File: config.mk
export PLATFORM = sky130hd
export DESIGN_NAME = inst_queue_param
export DESIGN_NICKNAME = d
export VERILOG_FILES = /design/src/rtl/inst_queue_param_pkg.sv /design/src/rtl/inst_queue_param_iq_storage.sv /design/src/rtl/inst_queue_param.sv
export SDC_FILE = /design/constraint.sdc
export NUM_CORES = 1
export LEC_CHECK = 0
export ABC_AREA = 0
export BUFFER_PORTS_ARGS = -buffer_cell sky130_fd_sc_hd__buf_4
export CORE_UTILIZATION = 60
export DETAILED_ROUTE_END_ITERATION = 16
export MAX_ROUTING_LAYER = met4
export PLACE_DENSITY = 0.84
export REMOVE_ABC_BUFFERS = 1
export SKIP_CTS_REPAIR_TIMING = 1
export SLEW_MARGIN = 20
export SYNTH_ARGS = -nofsm -noshare
export SYNTH_HDL_FRONTEND = slang
export SYNTH_HIERARCHICAL = 1
export SYNTH_SLANG_ARGS = --single-unit
File: constraint.sdc
create_clock -name clk -period 30.7 [get_ports clk]
set_input_delay 4.605 -clock clk [delete_from_list [all_inputs] [get_ports clk]]
set_output_delay 4.605 -clock clk [all_outputs]
set_load 0.03 [all_outputs]
File: src/rtl/inst_queue_param_pkg.sv
// Shared definitions for the instruction queue: default widths, the opcode field
// location, and the load/store opcode classifier.
package inst_queue_param_pkg;

  localparam int INST_W_DEF = 32;
  localparam int ADDR_W_DEF = 32;

  localparam int OPC_MSB = 6;
  localparam int OPC_LSB = 0;

  localparam logic [6:0] OPCODE_L = 7'b0000011;
  localparam logic [6:0] OPCODE_S = 7'b0100011;

  function automatic logic is_lsb_opcode(input logic [6:0] opc);
    return (opc == OPCODE_L) || (opc == OPCODE_S);
  endfunction

endpackage

File: src/rtl/inst_queue_param_iq_storage.sv
// Entry array for the instruction queue: one write port, one asynchronous read port.
// The array holds no reset; validity is tracked entirely by the pointers and count.
module iq_storage
  import inst_queue_param_pkg::*;
#(
  parameter int DEPTH = 16,
  parameter int W     = INST_W_DEF + 2 * ADDR_W_DEF + 1
) (
  input  logic                     clk,
  input  logic                     we,
  input  logic [$clog2(DEPTH)-1:0] waddr,
  input  logic [W-1:0]             wdata,
  input  logic [$clog2(DEPTH)-1:0] raddr,
  output logic [W-1:0]             rdata
);

  logic [W-1:0] mem [DEPTH];

  always_ff @(posedge clk) begin
    if (we) mem[waddr] <= wdata;
  end

  assign rdata = mem[raddr];

endmodule

File: src/rtl/inst_queue_param.sv
// In-order instruction queue between fetch and decode: buffers instruction, PC and
// prediction data, and dispatches the head when the ROB and its target station have room.
module inst_queue_param
  import inst_queue_param_pkg::*;
#(
  parameter int DEPTH     = 16,
  parameter int INST_W    = INST_W_DEF,
  parameter int ADDR_W    = ADDR_W_DEF,
  parameter int AF_MARGIN = 2
) (
  input  logic                     clk,
  input  logic                     rst,
  input  logic                     rdy,
  input  logic                     flush,
  input  logic                     rob_full,
  input  logic                     rs_full,
  input  logic                     lsb_full,
  input  logic                     in_valid,
  output logic                     in_ready,
  input  logic [INST_W-1:0]        in_inst,
  input  logic [ADDR_W-1:0]        in_pc,
  input  logic                     in_pred_jump,
  input  logic [ADDR_W-1:0]        in_pred_pc,
  output logic                     out_valid,
  output logic [INST_W-1:0]        out_inst,
  output logic [ADDR_W-1:0]        out_pc,
  output logic                     out_pred_jump,
  output logic [ADDR_W-1:0]        out_pred_pc,
  output logic                     out_is_lsb,
  output logic [$clog2(DEPTH):0]   count,
  output logic                     almost_full
);

  localparam int PW = $clog2(DEPTH);
  localparam int CW = PW + 1;
  localparam int EW = INST_W + 2 * ADDR_W + 1;

  logic [PW-1:0]     head, tail;
  logic [CW-1:0]     cnt;
  logic [EW-1:0]     wdata, rdata;
  logic [INST_W-1:0] head_inst;
  logic [ADDR_W-1:0] head_pc, head_pred_pc;
  logic              head_pred_jump;
  logic              head_is_lsb;
  logic              dispatch, enq, wr_en;

  assign wdata = {in_inst, in_pc, in_pred_jump, in_pred_pc};
  assign {head_inst, head_pc, head_pred_jump, head_pred_pc} = rdata;

  // Class comes from the stored head entry so the decision never lags a cycle.
  assign head_is_lsb = is_lsb_opcode(head_inst[OPC_MSB:OPC_LSB]);
  assign dispatch    = (cnt != '0) && !rob_full && (head_is_lsb ? !lsb_full : !rs_full);
  assign in_ready    = (cnt < CW'(DEPTH)) || dispatch;
  assign enq         = in_valid && in_ready;
  assign wr_en       = !rst && rdy && !flush && enq;

  assign count       = cnt;
  assign almost_full = cnt >= CW'(DEPTH - AF_MARGIN);

  iq_storage #(
    .DEPTH (DEPTH),
    .W     (EW)
  ) u_storage (
    .clk   (clk),
    .we    (wr_en),
    .waddr (tail),
    .wdata (wdata),
    .raddr (head),
    .rdata (rdata)
  );

  always_ff @(posedge clk) begin
    if (rst) begin
      head          <= '0;
      tail          <= '0;
      cnt           <= '0;
      out_valid     <= 1'b0;
      out_is_lsb    <= 1'b0;
      out_inst      <= '0;
      out_pc        <= '0;
      out_pred_jump <= 1'b0;
      out_pred_pc   <= '0;
    end else if (rdy) begin
      if (flush) begin
        head      <= '0;
        tail      <= '0;
        cnt       <= '0;
        out_valid <= 1'b0;
      end else begin
        if (enq) tail <= tail + PW'(1);
        out_valid <= dispatch;
        if (dispatch) begin
          head          <= head + PW'(1);
          out_inst      <= head_inst;
          out_pc        <= head_pc;
          out_pred_jump <= head_pred_jump;
          out_pred_pc   <= head_pred_pc;
          out_is_lsb    <= head_is_lsb;
        end
        case ({enq, dispatch})
          2'b10:   cnt <= cnt + CW'(1);
          2'b01:   cnt <= cnt - CW'(1);
          default: cnt <= cnt;
        endcase
      end
    end
  end

endmodule
Word-level counts from Yosys, hierarchy flattened
Memory sizes are Yosys's and may differ from the RTL's. A register that Yosys moved wholly into a read port is not among the register bits.
Index checks and enable logic that the tools add are counted.
- input port bits: 105
- memories kept: 1
- memory bits (writable): 1552
- output and inout bits: 106
- flip-flop bits (word level): 112
- eq/ne operators: 4
- reductions and logical operators: 21
- add/subtract/negate cells: 4
- $lt $le $gt $ge: 2
- bitwise gates (word level): 1
- mux-type cells: 12
- memories (memory ; depth ; bits a word ; read ports ; clocked after memory_dff ; write ports ; line ; RTL):
    u_storage.mem ; 16 ; 97 ; 1 ; 1 ; 1 ; inst_queue_param_iq_storage.sv:17 ; logic [W-1:0] mem [DEPTH];
- operator list (kind ; count):
    $mux 4 ; 6
    $pmux 5 s2 ; 1
    $add 4x1->4 const B ; 2
    $eq 7x2->1 const B ; 1
    $eq 7x6->1 const B ; 1
    $logic_and 1x1->1 ; 6
    $reduce_and 2->1 ; 3
    $add 5x1->5 const B ; 1
    $ge 5x4->1 const B ; 1
    $logic_not 1->1 ; 5
    $lt 5x5->1 const B ; 1
    $mux 5 ; 1
    $reduce_bool 5->1 ; 1
    $sub 5x1->5 const B ; 1
    $mux 1 ; 4
    $reduce_bool 2->1 ; 2
    $reduce_and 3->1 ; 1
    $reduce_bool 3->1 ; 1
    $eq 2x1->1 const B ; 1
    $eq 2x2->1 const B ; 1
    $logic_or 1x1->1 ; 2
    $not 1->1 ; 1

Depth between registers and ports, before layout
Gate-level depths: netlist (run 1).
- word-level depth: 9
- mapped depth: 17

Hierarchy
Netlist (run 1), hierarchy kept.
- by module, submodules not included (module ; instances ; sequential area each (um^2) ; area an instance (um^2) ; cells an instance):
    iq_storage ; 1 ; 46604.7 ; 57925.6 ; 2387
    inst_queue_param ; 1 ; 2242.2 ; 4385.5 ; 543

Least setup slack after synthesis (run 1)
OpenSTA, ideal clock, no wires.
- path type: input to register
- start: input rob_full
- end: memory u_storage/mem[0][0] (netlist bit) (enable)
- stages: 6
- setup time: 0.671 ns
- required time: 30.029 ns
- arrival time: 12.507 ns
- setup slack: 17.521 ns
- buffers on the path: 0
- path through: nor2_1 > nand3_1 > a31o_2 > nor3_1 > or3b_2 > nor3_1
- cells in the longest elaborated chain, start to end: 8
- RTL lines (what ; line ; RTL):
    start, declared ; inst_queue_param.sv:15 ; input logic rob_full,
    $logic_not 1->1 ; inst_queue_param.sv:52 ; assign dispatch = (cnt != '0) && !rob_full && (head_is_lsb ? !lsb_full : !rs_full);
    $logic_and 1x1->1 (2 in series) ; inst_queue_param.sv:52 ;
    $logic_or 1x1->1 ; inst_queue_param.sv:53 ; assign in_ready = (cnt < CW'(DEPTH)) || dispatch;
    $logic_and 1x1->1 ; inst_queue_param.sv:54 ; assign enq = in_valid && in_ready;
    $logic_and 1x1->1 ; inst_queue_param.sv:55 ; assign wr_en = !rst && rdy && !flush && enq;
    named net wr_en ; inst_queue_param.sv:45 ; logic dispatch, enq, wr_en;
    $mux 1 ; inst_queue_param_iq_storage.sv:20 ; if (we) mem[waddr] <= wdata;
    $mux 1 (not written as such) ; inst_queue_param_iq_storage.sv:20 ;
    end, declared ; inst_queue_param_iq_storage.sv:17 ;
The timed path passes the listed nets, and every way through them passes these cells.

Final worst setup path (run 1)
- start: input rob_full
- end: output in_ready
- cells in the longest elaborated chain, start to end: 4
- RTL lines (what ; line ; RTL):
    $logic_not 1->1 ; inst_queue_param.sv:52 ;
    $logic_and 1x1->1 (2 in series) ; inst_queue_param.sv:52 ;
    $logic_or 1x1->1 ; inst_queue_param.sv:53 ;
    end, declared ; inst_queue_param.sv:19 ; output logic in_ready,
No other way between the ends.

==> results.toml, run 1 <==
[status]
outcome = "finished, final reports clean"

[setup_path]
crit_required_ns = 26.10
timing.rr.start = "head[0]$_SDFFE_PP0P_"
start_kind = "input pin"
rrSetupSlack_ns = 23.12
criticalPathCategory = "in2out"
cp-startpoint = "rob_full"
arrival_ns = 5.51
crit_fanout = 3
cp-end-kind = "output port"

[synth]
syn_avg_cell_area_sq_um = 21.3
yosysMostFrequentCell = "edfxtp_1"
ys_ff_latch = 1664
ys_seq_area_share_pct = 78.4
syn-cell-area_sq_um = 62300
yosys_warnings = 6
async_reset_ff_share_pct = 0
synthDominantCellAreaShare_pct = 74.8
synthTopCellsByArea = "edfxtp_1, mux4_2, dfxtp_1"
netlist.top_cell.by_area = "edfxtp_1"
syn_inst = 2930
synth_commonest_cells = "edfxtp_1, mux4_2, nand2_1"
synth_edf_count = 1552
synth_flop_cell = "edfxtp_1"
ys_types = 54

[clock_network]
clockRootBuffer = "clkbuf_16"
numCtsBuffers = 156
clk_pin_slew_ns = 0.06
clock_latency_ns = 0.76
cts.sinks = 1664
htreeDepth = 4
clock_path_buffers = 3
cts_tree = "yes"

[global_route]
grt_start_max_net_pins = 98
grtUsageTotal_pct = 31.7
grt_overflow = 0
antenna_found_initial = 18
grt_pass1_vias = 33641
grt_pass1_wl_um = 229000

[timing]
holdWs_ns = 0.454
fin_crit_sh_pct = 33.0
min_period_ns = 10.12
setup_slack_ns = 20.58
clock-skew-final_ns = 0.0294
drv_slew = 0
hold_violations = 0
finalSetupViolCount = 0
fmaxAchievable_mhz = 98.8
rsz0062_at_grt = "no"
setup_tns_ns = 0
tightest_slew_ns = 1.15
slew_headroom_pct = 23.3

[detailed_routing]
ant_nets = 0
num_vias = 32509
drc = 0
wire_per_inst_um = 33.7
via_per_inst = 6.92
dr.pass1.iters = 5
drt_iter0_markers = 4755
wirelength_um = 159000

[die]
die_w_um = 324
start_util_pct = 60.9
boundaryPins = 211
die_h_um = 324
row_count = 117
core_area_sq_um = 102000
die_area_sq_um = 105000

[cells_and_area]
final_util_pct = 68.8
areaGrowthSynthToFinish_pct = 12.9
stdcell_count = 4700
multiInputGateArea_sq_um = 12800
drive_gt1_share_pct = 27.2
fill_cells = 5661
num-nets-final = 3299
final_cell_area_sq_um = 70400
regArea_sq_um = 48900

[placed_design]
dp_cells = 4397
post_dp_cell_area_sq_um = 65400
io_buffer_count = 210
place.gp.congestion = 0.769
dp_slack_ns = 20.57
dpl.hpwl_um = 75300

[min_path]
hold_class = "reg2reg"
worstHoldStart = "out_pc[27]$_SDFFE_PP0P_"

[power_and_ir_drop]
power.total_mw = 4.41
peakVddDrop_mv = 0.0638
power.leakage_nw = 21.7
powerDensity_nw_per_um2 = 62.7

[flow_run]
cap_violations = 0
state kept, by name, indices dropped and copies added (netlist names):
register       count
count              5
head               4
out_inst          32
out_is_lsb         1
out_pc            32
out_pred_jump      1
out_pred_pc       32
out_valid          1
tail               4
u_storage/mem   1552
critical path, cell delays in order:
cell     delay (ns)
buf_4          0.14
nor2_1         0.21
nor3_1         0.11
o21ai_0        0.24
buf_4          0.21
layer usage:
metal  routed length (um)  up-vias  track usage [%]
met5                    0        -                -
met4                 6090        0             13.9
met3                18100      436             6.93
met2                80300     2679             50.2
met1                54000    16702             39.8
li1                     -    12692                -
cell usage in the layout, fill, tap and decap left out, types with 3 or more instances in the layout:
master	Yosys	layout
inv_6	0	4
nand3b_1	3	3
inv_1	5	5
o211ai_1	3	3
a31oi_1	3	3
a21oi_1	107	107
buf_4	25	256
bufinv_16	0	5
nand2_1	300	300
nor3_1	10	6
clkinv_1	0	22
o21ai_0	8	8
buf_6	4	6
nor2b_1	5	3
clkbuf_1	75	48
mux4_2	388	388
inv_16	0	3
a22oi_1	195	195
clkbuf_8	0	10
dfxtp_1	112	110
nor2_4	0	13
ha_1	5	5
buf_12	0	3
diode_2	0	21
edfxtp_1	1552	1552
nor2_1	19	6
nor3_2	0	4
clkinvlp_4	0	5
nand3_1	4	4
nand2b_1	7	7
clkinv_2	0	21
clkinv_8	0	3
clkbuf_16	0	159
where the power goes:
| part | switching [mW] | internal, mW |
|---|---|---|
| Clock | 0.837 | 1.03 |
| Combinational | 0.0483 | 0.0199 |
| Sequential | 0.00232 | 2.48 |
| Total | 0.888 | 3.52 |
final cells by class:
| class | instances | share of cell area [%] |
|---|---|---|
| multi-input combinational | 1094 | 18.2 |
| tap | 1368 | 2.43 |
| clock inverter | 64 | 0.781 |
| antenna | 21 | 0.0747 |
| sequential | 1664 | 69.4 |
| clock buffer | 217 | 6.11 |
| inverter | 6 | 0.0356 |
| timing repair buffer | 266 | 2.95 |
kinds of logic after synthesis:
kind of cell,count (synthesis),synth area share [%]
simple gates,361,2.43
compound gates,334,3.64
flops,1664,78.4
buf+inv,172,1.30
xor+xnor,2,0.0281
mux,391,14.1
fa+ha+maj,6,0.133
worst paths after layout:
kind                                endpoint  depth (start not counted)
max                                 in_ready                          5
min                  out_pc[27]$_SDFFE_PP0P_                          2
max reg2reg  u_storage/mem[10][62]$_DFFE_PP_                         12
min reg2reg          out_pc[27]$_SDFFE_PP0P_                          2
Note: power is estimated with default switching activity, not from simulation.
==> inputs of run 2 (changes only) <==
--- a/config.mk
+++ b/config.mk
@@ -7,10 +7,10 @@
 export LEC_CHECK = 0
 export ABC_AREA = 0
 export BUFFER_PORTS_ARGS = -buffer_cell sky130_fd_sc_hd__buf_4
-export CORE_UTILIZATION = 60
+export CORE_UTILIZATION = 55
 export DETAILED_ROUTE_END_ITERATION = 16
 export MAX_ROUTING_LAYER = met4
-export PLACE_DENSITY = 0.84
+export PLACE_DENSITY = 0.82
 export REMOVE_ABC_BUFFERS = 1
 export SKIP_CTS_REPAIR_TIMING = 1
 export SLEW_MARGIN = 20
==> constraint.sdc (replaced) <==
create_clock -name clk -period 8.9 [get_ports clk]
set_input_delay 1.335 -clock clk [delete_from_list [all_inputs] [get_ports clk]]
set_output_delay 1.335 -clock clk [all_outputs]
set_load 0.03 [all_outputs]
==> run 2 against run 1 <==
  * Global-route usage is 3.3 points lower
  * Register-to-register slack worse by 21 ns
  * Clock power rose to 3.5 times the previous value
  * Clock skew shrank 0.0021 ns
  * Die area grew 9.0%
  * Routed wire length shrank 0.30%
  * Combinational power rose to 3.5 times the previous value
  * Sequential power grew to 3.5 times the previous value
  * Critical endpoint is now u_storage/mem[0][75]$_DFFE_PP_
  * Largest power group unchanged
==> results.toml, run 2 (same netlist as run 1, synthesis figures left out) <==
[power_and_ir_drop]
peakVddDrop_mv = 0.217
power.total_mw = 15.2
seq_power_share_pct = 56.3
power.leakage_nw = 21.7
powerDensity_nw_per_um2 = 216
switching_power_mw = 3.04
p_sw_share_pct = 20.0
comb_power_share_pct = 1.6
power_frac_clock_pct = 42.2
intPower_mw = 12.2

[timing]
finalSetupViolCount = 0
drv_slew = 0
tightest_slew_ns = 1.20
slew_headroom_pct = 20.3
hold_violations = 0
fin_crit_sh_pct = 76.7
min_period_ns = 6.82
setup_slack_ns = 2.08
clock-skew-final_ns = 0.0272
holdWs_ns = 0.453
fmaxAchievable_mhz = 147
rsz0062_at_grt = "no"
setup_tns_ns = 0

[detailed_routing]
drc = 0
wire_per_inst_um = 32.8
via_per_inst = 6.70
num_vias = 32285
ant_nets = 0
drt_iter0_markers = 4737
wirelength_um = 158000
dr.pass1.iters = 5

[cells_and_area]
final_common_cell = "edfxtp_1"
layout_common_cells = "edfxtp_1, mux4_2, nand2_1, buf_4, a22oi_1"
largest_register = "u_storage/mem"
drive_gt1_share_pct = 27.2
areaGrowthSynthToFinish_pct = 13.1
num-nets-final = 3296
stdcell_count = 4818
largest_reg_flops = 1552

[setup_path]
crit_buf_inv = 3
rrSetupSlack_ns = 2.08
crit_required_ns = 9.28
arrival_ns = 7.21
criticalPathCategory = "reg2reg"
crit_top_cell = "buf_4"
cp-end-kind = "register"
start_kind = "register"
cp_top_family = "simple AND/OR/NAND/NOR gates"
cpPeakStageDelay_ns = 1.03
worstPathCellList = "nor2b_4, buf_4, a22oi_1, nand2_1, and4bb_2, nand3_1, a31o_2, nor3_1, or3b_2, nor3_2, buf_4, buf_4"
crit_fanout = 44
cpMaxStageDelayCell = "nor2b_4"

[status]
outcome = "finished, final reports clean"

[global_route]
grt_start_max_net_pins = 98
grt_pass1_vias = 33213
grtUsageTotal_pct = 28.3
grt_overflow = 0
antenna_found_initial = 13
grt_pass1_wl_um = 228000

[placed_design]
dp_slack_ns = 2.64
dp_cells = 4528
dpl.hpwl_um = 75400
io_buffer_count = 210
place.gp.congestion = 0.822

[clock_network]
clk_pin_slew_ns = 0.06
clockRootBuffer = "clkbuf_16"
cts.sinks = 1664
clock_latency_ns = 0.78
htreeDepth = 4
clock_path_buffers = 3
numCtsBuffers = 154
cts_tree = "yes"

[die]
die_area_sq_um = 115000
start_util_pct = 55.5
boundaryPins = 211
die_w_um = 339
core_area_sq_um = 112000
die_h_um = 339
row_count = 123

[min_path]
hold_class = "reg2reg"

[flow_run]
cap_violations = 0
## run 2: worst register-to-register path, delay by kind of cell (launching register included)
kind | cells | cell delay [ns]
DFF | 1 | 0.60
and+or+nand+nor | 7 | 3.28
buffers and inverters | 3 | 2.07
AOI/OAI and AO/OA | 2 | 0.47
## run 2: layout make-up
cell class	instances	area, sq um
diodes	13	32.5
clock buffers	195	4160
clock inverters	81	652
fillers	7040	41800
inverters	6	25.0
multi-input cells	1094	12800
flip-flops and latches	1664	48900
well taps	1500	1880
repair buffers	265	2090
## run 2: layer usage
metal	global-route usage (%)	wire, um	vias up
li1	-	-	12686
met1	35.9	55300	16667
met2	45.0	79200	2550
met3	6.55	18300	382
met4	10.6	5290	0
met5	-	0	-
## run 2: power groups by stage
stage	clock (mW)	combinational, mW	sequential [mW]
global route	6.75	0.252	8.55
detailed placement	0	0.232	8.73
CTS	6.46	0.237	8.56
global placement	0	0.222	8.72
finish	6.42	0.238	8.56
floorplan	0	0.0683	8.74
## run 2: per-stage QoR
step,utilization [%],instance area [sq um]
4_1_cts,62.7,70400
3_5_place_dp,58.4,65600
5_1_grt,62.7,70500
3_3_place_gp,58.4,65600
6_report,62.8,70500
2_1_floorplan,-,61500
## run 2: path summary, 6_finish.rpt
check                           cells after the start                     start                              to
worst min-delay path                                2  out_inst[1]$_SDFFE_PP0P_        out_inst[1]$_SDFFE_PP0P_
worst min register to register                      2  out_inst[1]$_SDFFE_PP0P_        out_inst[1]$_SDFFE_PP0P_
worst max register to register                     12      head[2]$_SDFFE_PP0P_  u_storage/mem[0][75]$_DFFE_PP_
worst max-delay path                               12      head[2]$_SDFFE_PP0P_  u_storage/mem[0][75]$_DFFE_PP_
